<file path="src/rtl/spi_config_controller.sv">
// SPI mode-0 initiator that shifts a 32-bit configuration word out MSB-first with an active-low select.
// Build option: define SPI_CTRL_READBACK_EN to capture the 32 MISO bits into rx_data at each done.
module spi_config_controller #(
  parameter int CLK_DIV    = 4,
  parameter int FRAME_BITS = 32
) (
  input  logic        clk,
  input  logic        rst,
  input  logic        start,
  input  logic [31:0] data_in,
  output logic        ready,
  output logic        done,
  output logic [31:0] rx_data,
  output logic        sclk,
  output logic        mosi,
  output logic        ss,
  input  logic        miso
);

  localparam logic [7:0] HALF_LOAD = 8'(CLK_DIV - 1);
  localparam logic [5:0] LAST_BIT  = 6'(FRAME_BITS - 1);

  typedef enum logic [2:0] {
    IDLE    = 3'd0,
    SETUP   = 3'd1,
    SCLK_HI = 3'd2,
    SCLK_LO = 3'd3,
    HOLD    = 3'd4,
    GAP     = 3'd5
  } state_t;

  state_t      state_q, state_d;
  logic [7:0]  half_q, half_d;
  logic [5:0]  bit_q, bit_d;
  logic [31:0] tx_q, tx_d;
  logic        sclk_q, sclk_d;
  logic        mosi_q, mosi_d;
  logic        ss_q, ss_d;
  logic        ready_q, ready_d;
  logic        done_q, done_d;
  logic        half_zero_s;
  logic        sample_s;
  logic        load_rx_s;

  assign half_zero_s = (half_q == 8'd0);

  // Frame sequencer: every timed state lasts exactly one half-period.
  always_comb begin
    state_d   = state_q;
    half_d    = half_q;
    bit_d     = bit_q;
    tx_d      = tx_q;
    sclk_d    = sclk_q;
    mosi_d    = mosi_q;
    ss_d      = ss_q;
    ready_d   = ready_q;
    done_d    = 1'b0;
    sample_s  = 1'b0;
    load_rx_s = 1'b0;
    case (state_q)
      IDLE: begin
        if (start) begin
          tx_d    = data_in;
          mosi_d  = data_in[31];
          bit_d   = 6'd0;
          half_d  = HALF_LOAD;
          ss_d    = 1'b0;
          sclk_d  = 1'b0;
          ready_d = 1'b0;
          state_d = SETUP;
        end else begin
          ready_d = 1'b1;
        end
      end
      SETUP: begin
        if (half_zero_s) begin
          half_d   = HALF_LOAD;
          sclk_d   = 1'b1;
          sample_s = 1'b1;
          state_d  = SCLK_HI;
        end else begin
          half_d = half_q - 8'd1;
        end
      end
      SCLK_HI: begin
        if (half_zero_s) begin
          half_d = HALF_LOAD;
          sclk_d = 1'b0;
          // The last falling edge leaves mosi on bit 0 through the hold time.
          if (bit_q == LAST_BIT) begin
            state_d = HOLD;
          end else begin
            tx_d    = {tx_q[30:0], 1'b0};
            mosi_d  = tx_q[30];
            bit_d   = bit_q + 6'd1;
            state_d = SCLK_LO;
          end
        end else begin
          half_d = half_q - 8'd1;
        end
      end
      SCLK_LO: begin
        if (half_zero_s) begin
          half_d   = HALF_LOAD;
          sclk_d   = 1'b1;
          sample_s = 1'b1;
          state_d  = SCLK_HI;
        end else begin
          half_d = half_q - 8'd1;
        end
      end
      HOLD: begin
        if (half_zero_s) begin
          half_d  = HALF_LOAD;
          ss_d    = 1'b1;
          mosi_d  = 1'b0;
          state_d = GAP;
        end else begin
          half_d = half_q - 8'd1;
        end
      end
      GAP: begin
        if (half_zero_s) begin
          half_d    = HALF_LOAD;
          done_d    = 1'b1;
          ready_d   = 1'b1;
          load_rx_s = 1'b1;
          state_d   = IDLE;
        end else begin
          half_d = half_q - 8'd1;
        end
      end
      default: begin
        half_d  = HALF_LOAD;
        sclk_d  = 1'b0;
        mosi_d  = 1'b0;
        ss_d    = 1'b1;
        ready_d = 1'b1;
        state_d = IDLE;
      end
    endcase
  end

  // Sequencer and output registers; reset drops sclk and raises ss without a clock.
  always_ff @(posedge clk or posedge rst) begin
    if (rst) begin
      state_q <= IDLE;
      half_q  <= HALF_LOAD;
      bit_q   <= 6'd0;
      tx_q    <= 32'd0;
      sclk_q  <= 1'b0;
      mosi_q  <= 1'b0;
      ss_q    <= 1'b1;
      ready_q <= 1'b1;
      done_q  <= 1'b0;
    end else begin
      state_q <= state_d;
      half_q  <= half_d;
      bit_q   <= bit_d;
      tx_q    <= tx_d;
      sclk_q  <= sclk_d;
      mosi_q  <= mosi_d;
      ss_q    <= ss_d;
      ready_q <= ready_d;
      done_q  <= done_d;
    end
  end

`ifdef SPI_CTRL_READBACK_EN
  logic [31:0] rx_sh_q, rx_sh_d;
  logic [31:0] rx_data_q, rx_data_d;

  // MISO is captured as SCLK rises; the word is published together with done.
  always_comb begin
    rx_sh_d   = rx_sh_q;
    rx_data_d = rx_data_q;
    if (sample_s) begin
      rx_sh_d = {rx_sh_q[30:0], miso};
    end else begin
      rx_sh_d = rx_sh_q;
    end
    if (load_rx_s) begin
      rx_data_d = rx_sh_q;
    end else begin
      rx_data_d = rx_data_q;
    end
  end

  // Readback registers.
  always_ff @(posedge clk or posedge rst) begin
    if (rst) begin
      rx_sh_q   <= 32'd0;
      rx_data_q <= 32'd0;
    end else begin
      rx_sh_q   <= rx_sh_d;
      rx_data_q <= rx_data_d;
    end
  end

  assign rx_data = rx_data_q;
`else
  logic unused_rx_s;
  assign unused_rx_s = ^{sample_s, load_rx_s, miso};
  assign rx_data     = 32'd0;
`endif

  assign ready = ready_q;
  assign done  = done_q;
  assign sclk  = sclk_q;
  assign mosi  = mosi_q;
  assign ss    = ss_q;

endmodule

</file>
<file path="config.mk">
export PLATFORM = sky130hd
export DESIGN_NAME = spi_config_controller
export DESIGN_NICKNAME = d
export VERILOG_FILES = /design/src/rtl/spi_config_controller.sv
export SDC_FILE = /design/constraint.sdc
export NUM_CORES = 1
export LEC_CHECK = 0
export ABC_AREA = 1
export CAP_MARGIN = 20
export CORE_MARGIN = 3
export CORE_UTILIZATION = 25
export DETAILED_ROUTE_END_ITERATION = 10
export PLACE_DENSITY_LB_ADDON = 0.3
export SYNTH_ARGS = -nofsm -noshare
export SYNTH_HDL_FRONTEND = slang
export SYNTH_SLANG_ARGS = --single-unit
export TNS_END_PERCENT = 10
</file>
<file path="constraint.sdc">
create_clock -name clk -period 1.61 [get_ports clk]
set_input_delay 0.322 -clock clk [delete_from_list [all_inputs] [get_ports clk]]
set_output_delay 0.322 -clock clk [all_outputs]
set_load 0.01 [all_outputs]
</file>
Word-level counts from Yosys, hierarchy flattened
Cells that the tools add are included.
{ "op_classes": {"n_addsub": 2, "eq_ne": 12, "n_mux": 31, "bitwise_logic": 4, "reduce_logical": 15} }
{ "op_table": {"columns": ["operator", "n"], "rows": [
  ["31-bit 2-to-1 mux", 3],
  ["31-bit one-hot mux with 2 select lines", 1],
  ["3-bit 2-to-1 mux", 6],
  ["6-bit 2-to-1 mux", 3],
  ["8-bit 2-to-1 mux", 2],
  ["8-bit one-hot mux with 2 select lines", 1],
  ["3-bit one-hot mux with 5 select lines", 1],
  ["6-bit one-hot mux with 2 select lines", 1],
  ["2-bit inequality test, second input constant", 5],
  ["5-bit AND reduction", 2],
  ["1-bit 2-to-1 mux", 9],
  ["8-bit logical NOT", 1],
  ["1-bit one-hot mux with 4 select lines", 2],
  ["4-bit AND reduction", 2],
  ["4-bit OR reduction", 2],
  ["8-bit by 1-bit subtractor with 8-bit output, second input constant", 1],
  ["6-bit by 1-bit adder with 6-bit output, second input constant", 1],
  ["3-bit by 2-bit equality test with 1-bit output, second input constant", 2],
  ["3-bit equality test, second input constant", 2],
  ["6-bit by 5-bit equality test with 1-bit output, second input constant", 1],
  ["1-bit one-hot mux with 3 select lines", 2],
  ["5-bit OR reduction", 1],
  ["1-bit inverter", 4],
  ["2-bit OR reduction", 2],
  ["7 further kinds", 7]
]} }
{ "totals": {"reg_bits": 53, "input_bits": 36, "out_inout_bits": 37, "word_cells": 73} }

Longest topological paths before layout
{ "depth": {"ltp_word": 4, "mapped_depth": 10, "depth_no_buf": 9} }

Least setup slack after synthesis
OpenSTA, ideal clock, no wires.
{ "synth_timing": {"path_type": "flip-flop to flip-flop", "from": "register half_q[0]", "to": "register tx_q[28]", "setup_ps": 116, "arrival_ps": 1465, "required_ps": 1494, "path_slack_ps": 28, "stages_incl_launch_ff": 10, "path_buffers": 1, "synth_period_minus_slack_ps": 1582, "cell_sequence": "dfstp_2 -> inv_1 -> ha_1 -> nand2_1 -> nor2_2 -> nor2_2 -> nor2_8 -> buf_2 -> nand3_1 -> nand2_1"} }
{ "synth_via": {"elab_chain_cells": 3} }
{ "synth_lines": {"columns": ["element", "line", "rtl"], "rows": [
  ["from (decl)", "33", "logic [7:0] half_q, half_d;"],
  ["from (signal assigned)", "158", "half_q <= half_d;"],
  ["8-bit logical NOT", "45", "assign half_zero_s = (half_q == 8'd0);"],
  ["2-bit inequality test (no line)", null, null],
  ["4-bit AND reduction (no line)", null, null],
  ["to (signal assigned)", "160", "tx_q <= tx_d;"],
  ["to (decl)", "35", "logic [31:0] tx_q, tx_d;"]
]} }
Every way passes these cells.
A chain may end at the register's enable or synchronous reset.

Final worst setup path
{ "layout_timing": {"from": "register half_q[0]", "to": "register bit_q[2]"} }
{ "layout_via": {"elab_chain_cells": 3} }
{ "layout_lines": {"columns": ["element", "line", "rtl"], "rows": [
  ["8-bit logical NOT", "45", null],
  ["2-bit inequality test (no line)", null, null],
  ["4-bit AND reduction (no line)", null, null],
  ["to (signal assigned)", "159", "bit_q <= bit_d;"],
  ["to (decl)", "34", "logic [5:0] bit_q, bit_d;"]
]} }
Every way passes these cells.

==> report_table.html <==
<table>
<tr><th>Metric</th><th>Value</th></tr>
<tr><th colspan="2">Pwr</th></tr>
<tr><td>Maximum ir drop on the vdd rail</td><td>0.473 mV</td></tr>
<tr><td>Reg power frac</td><td>0.483</td></tr>
<tr><td>Leak pwr</td><td>2.17 nW</td></tr>
<tr><td>Share of total power in combinational logic</td><td>0.070</td></tr>
<tr><td>Total power divided by cell area</td><td>658 mW/mm2</td></tr>
<tr><td>Switching share of total power</td><td>0.214</td></tr>
<tr><td>Power share of the clock group</td><td>0.447</td></tr>
<tr><td>Power Internal</td><td>2.17 mW</td></tr>
<tr><td>Net switching power of the design</td><td>591 uW</td></tr>
<tr><td>Post-layout power</td><td>2.76 mW</td></tr>
<tr><th colspan="2">Drt</th></tr>
<tr><td>Number of nets with antenna violations after routing</td><td>0</td></tr>
<tr><td>Total number of vias</td><td>2,837</td></tr>
<tr><td>Final Routed Wirelength</td><td>7710 um</td></tr>
<tr><td>Residual DRC</td><td>0</td></tr>
<tr><td>Iteration-0 DRC Markers</td><td>191</td></tr>
<tr><td>Vias per cell</td><td>4.16</td></tr>
<tr><td>Routed wire length per instance</td><td>11.3 um</td></tr>
<tr><td>Pre-antenna DRT Iters</td><td>4</td></tr>
<tr><th colspan="2">Synth</th></tr>
<tr><td>Mean area per synthesized cell</td><td>7.09 um2</td></tr>
<tr><td>Share of the yosys chip area belonging to registers</td><td>0.417</td></tr>
<tr><td>Distinct cell type count after synthesis</td><td>27</td></tr>
<tr><td>Syn Inst Count</td><td>451</td></tr>
<tr><td>Top-area cell type share of the netlist area</td><td>0.384</td></tr>
<tr><td>Number of flops mapped to enable cells by yosys</td><td>0</td></tr>
<tr><td>Mapped Area</td><td>0.00320 mm2</td></tr>
<tr><td>Most common flop cell mapped by yosys</td><td>sky130_fd_sc_hd__dfrtp_1</td></tr>
<tr><td>#FFs+latches synth</td><td>53</td></tr>
<tr><td>Largest area contributor in the synthesized netlist</td><td>sky130_fd_sc_hd__dfrtp_1</td></tr>
<tr><td>Top cells by area in the synthesized netlist</td><td>sky130_fd_sc_hd__dfrtp_1 38%, sky130_fd_sc_hd__nand2_1 25%, sky130_fd_sc_hd__buf_4 8.5%</td></tr>
<tr><td>FFs w/ async S/R, synth</td><td>1.00</td></tr>
<tr><td>Ys Warns</td><td>0</td></tr>
<tr><th colspan="2">Floorplan</th></tr>
<tr><td>Area of the core</td><td>0.0123 mm2</td></tr>
<tr><td>Die Ht</td><td>119 um</td></tr>
<tr><td>Initial standard-cell utilization of the core</td><td>0.261</td></tr>
<tr><td>Die X-Extent</td><td>119 um</td></tr>
<tr><td># IOs</td><td>73</td></tr>
<tr><td>Placement row count</td><td>40</td></tr>
<tr><td>Area of the die</td><td>0.0142 mm2</td></tr>
<tr><th colspan="2">Cells and area</th></tr>
<tr><td>Fill cell total of the finished layout</td><td>1,300</td></tr>
<tr><td>Most common cell after layout, fill and taps aside</td><td>sky130_fd_sc_hd__nand2_1</td></tr>
<tr><td>Antenna Cells</td><td>0</td></tr>
<tr><td>Post-layout nets</td><td>552</td></tr>
<tr><td>Multi-input gate area in the final layout</td><td>0.00166 mm2</td></tr>
<tr><td>Area of all sequential standard cells</td><td>0.00133 mm2</td></tr>
<tr><td>Synthesis-to-finish area growth</td><td>31.4%</td></tr>
<tr><td>Fraction of final layout cells sized beyond drive strength 1</td><td>0.156</td></tr>
<tr><td>Core occupancy in the finished layout</td><td>0.343</td></tr>
<tr><td>Post-route cell area</td><td>0.00420 mm2</td></tr>
<tr><td>Most frequent cells in the layout</td><td>196 x sky130_fd_sc_hd__nand2_1, 48 x sky130_fd_sc_hd__dfrtp_1, 46 x sky130_fd_sc_hd__nand3_1</td></tr>
<tr><th colspan="2">Global route</th></tr>
<tr><td>GRT Residual Overflow</td><td>0</td></tr>
<tr><td>Via count of the first global-routing pass</td><td>2,755</td></tr>
<tr><td>Wire length of the first global-routing pass</td><td>12,500 um</td></tr>
<tr><td>Pin count of the biggest net entering global routing</td><td>54</td></tr>
<tr><td>Total track usage</td><td>0.105</td></tr>
<tr><td>Initial antenna violation count</td><td>0</td></tr>
<tr><th colspan="2">Clocking</th></tr>
<tr><td>Bufs on Longest Clock Path</td><td>2</td></tr>
<tr><td>Root buffer selected by CTS</td><td>sky130_fd_sc_hd__clkbuf_16</td></tr>
<tr><td>TritonCTS buffer count</td><td>5</td></tr>
<tr><td>Register clock-pin slew on the reported worst setup and hold paths</td><td>0.07 ns</td></tr>
<tr><td>CTS tree</td><td>yes</td></tr>
<tr><td>Number of levels in the clock H-tree</td><td>2</td></tr>
<tr><td>Insertion delay of the later-clocked pin in the worst-skew pair</td><td>0.29 ns</td></tr>
<tr><td>Clk sinks</td><td>53</td></tr>
<tr><th colspan="2">Setup path</th></tr>
<tr><td>List of cells traversed by the critical path</td><td>inv_2 &gt; ha_4 &gt; nand2_2 &gt; nor2_4 &gt; nor2_4 &gt; nor2_8 &gt; nand2_8 &gt; clkbuf_16 &gt; nand2_1 &gt; nand2_1</td></tr>
<tr><td>CP endpoint kind</td><td>register</td></tr>
<tr><td>Data arrival time of the critical path</td><td>1.78 ns</td></tr>
<tr><td>Critical-path cell with the highest stage delay</td><td>sky130_fd_sc_hd__dfstp_2</td></tr>
<tr><td>CP Max Fanout</td><td>8</td></tr>
<tr><td>Critical path launch point type</td><td>register</td></tr>
<tr><td>Required @ worst endpoint</td><td>1.84 ns</td></tr>
<tr><td>Critical path class</td><td>reg -&gt; reg</td></tr>
<tr><td>Largest stage delay on the critical path</td><td>0.54 ns</td></tr>
<tr><th colspan="2">Timing</th></tr>
<tr><td>Final min period</td><td>1.55 ns</td></tr>
<tr><td>PnR worst setup slack</td><td>0.0648 ns</td></tr>
<tr><td>Unrepaired setup endpoints after global routing</td><td>true</td></tr>
<tr><td>Final count of negative-setup-slack endpoints</td><td>0</td></tr>
<tr><td>Final Hold Slack</td><td>0.397 ns</td></tr>
<tr><td>Hold violation total from the final report</td><td>0</td></tr>
<tr><td>Final Max Tran Viols</td><td>0</td></tr>
<tr><td>Top achievable clock speed</td><td>0.647 GHz</td></tr>
<tr><td>Period utilisation layout</td><td>0.960</td></tr>
<tr><td>Layout Skew</td><td>0.00978 ns</td></tr>
<tr><th colspan="2">Status</th></tr>
<tr><td>Run status</td><td>completed</td></tr>
<tr><th colspan="2">Hold path</th></tr>
<tr><td>Hold/Removal Path Class</td><td>in -&gt; async</td></tr>
<tr><th colspan="2">Placement</th></tr>
<tr><td>Worst Setup Slack post-DPL</td><td>-0.0868 ns</td></tr>
<tr><td>Total half-perimeter wirelength after legalization and detailed placement</td><td>5310 um</td></tr>
<tr><td>Global placer's final weighted congestion</td><td>0.824</td></tr>
<tr><td>Number of buffer cells added on primary ports</td><td>39</td></tr>
<tr><td>Cell area after placement</td><td>0.00383 mm2</td></tr>
<tr><th colspan="2">Run</th></tr>
<tr><td>Max-Cap Viols</td><td>0</td></tr>
</table>
## what timing repair did
action,4_1_cts,5_1_grt
setup endpoints to repair,44,47
resized for setup,9,33
hold buffers,0,0
pin swaps,0,6
gates cloned,0,2
buffers inserted,1,2
## metrics by stage
step           setup TNS (ns)  cells
2_1_floorplan               0    482
3_3_place_gp           -0.619    669
3_5_place_dp            -2.43    669
4_1_cts                     0    678
5_1_grt                -0.383    682
6_report                    0    682
## final timing paths
check	from	end	slack [ns]	depth (start not counted)
min	rst	half_q[4]$_DFFE_PP0N_	0.40	3
max reg2reg	half_q[0]$_DFFE_PP1N_	bit_q[2]$_DFFE_PP0P_	0.06	10
max	half_q[0]$_DFFE_PP1N_	bit_q[2]$_DFFE_PP0P_	0.06	10
max in group asynchronous	rst	ready$_DFFE_PP1P_	0.91	3
min reg2reg	ss$_DFFE_PP1P_	ss$_DFFE_PP1P_	0.47	2
min in group clk	ss$_DFFE_PP1P_	ss$_DFFE_PP1P_	0.47	2
## cell usage after synthesis, types with 2 or more instances
library cell / number
sky130_fd_sc_hd__nor3_1: 2
sky130_fd_sc_hd__nor2_2: 5
sky130_fd_sc_hd__nand4_1: 5
sky130_fd_sc_hd__nand2_1: 211
sky130_fd_sc_hd__buf_2: 6
sky130_fd_sc_hd__buf_4: 36
sky130_fd_sc_hd__buf_6: 3
sky130_fd_sc_hd__nor2_1: 26
sky130_fd_sc_hd__dfstp_2: 4
sky130_fd_sc_hd__nand3b_1: 2
sky130_fd_sc_hd__ha_1: 3
sky130_fd_sc_hd__nand2_2: 2
sky130_fd_sc_hd__nand3_1: 47
sky130_fd_sc_hd__inv_1: 22
sky130_fd_sc_hd__a21oi_1: 2
sky130_fd_sc_hd__dfrtp_1: 49
sky130_fd_sc_hd__clkbuf_1: 3
sky130_fd_sc_hd__xor2_1: 3
sky130_fd_sc_hd__o21ai_0: 12
## metal layers
| metal | share of wire | GRT usage | vias up | wire [um] |
|---|---|---|---|---|
| met1 | 0.44 | 0.129 | 1317 | 3400 |
| met5 | 0 | 0 | - | 0 |
| met2 | 0.52 | 0.187 | 49 | 3980 |
| met4 | 0.012 | 0.0304 | 0 | 93 |
| li1 | - | - | 1465 | - |
| met3 | 0.030 | 0.0185 | 6 | 235 |
## power by group through the flow
stage	logic (mW)	registers (mW)	clock network, mW
4_1_cts	0.196	1.34	1.29
6_report	0.192	1.34	1.24
3_5_place_dp	0.197	1.36	0
5_1_grt	0.218	1.34	1.34
2_1_floorplan	0.145	1.36	0
3_3_place_gp	0.198	1.36	0
## worst max-delay path, delay by kind of cell, from the launching register on
kind	cells	cell delay (ns)
buffers and inverters	2	0.21
AND/OR/NAND/NOR	7	0.58
adder cells (fa/ha/maj)	1	0.16
flip-flops	1	0.54
## layout make-up
type                       instances  share of cell area
clock buffer                       6              0.0307
clock inverter                     2             0.00923
inverter                          22              0.0197
multi-input combinational        359               0.395
sequential                        53               0.317
tap                              168              0.0500
timing repair buffer              72               0.178
## flip-flops by register name, indices dropped and copies added (netlist names)
| signal | cells |
|---|---|
| sclk | 1 |
| mosi | 1 |
| bit_q | 6 |
| ready | 1 |
| state_q | 3 |
| done | 1 |
| tx_q | 31 |
| ss | 1 |
| half_q | 8 |
## kinds of logic after synthesis
| kind of cell | share of synthesized area |
|---|---|
| and+or+nand+nor | 0.399 |
| xor gates and xnor gates | 0.0110 |
| AOI/OAI and AO/OA | 0.0270 |
| adders and majority gates | 0.0117 |
| buffers and inverters | 0.134 |
| other | 0.00117 |
| DFF | 0.417 |
Note: power is estimated with default switching activity, not from simulation.
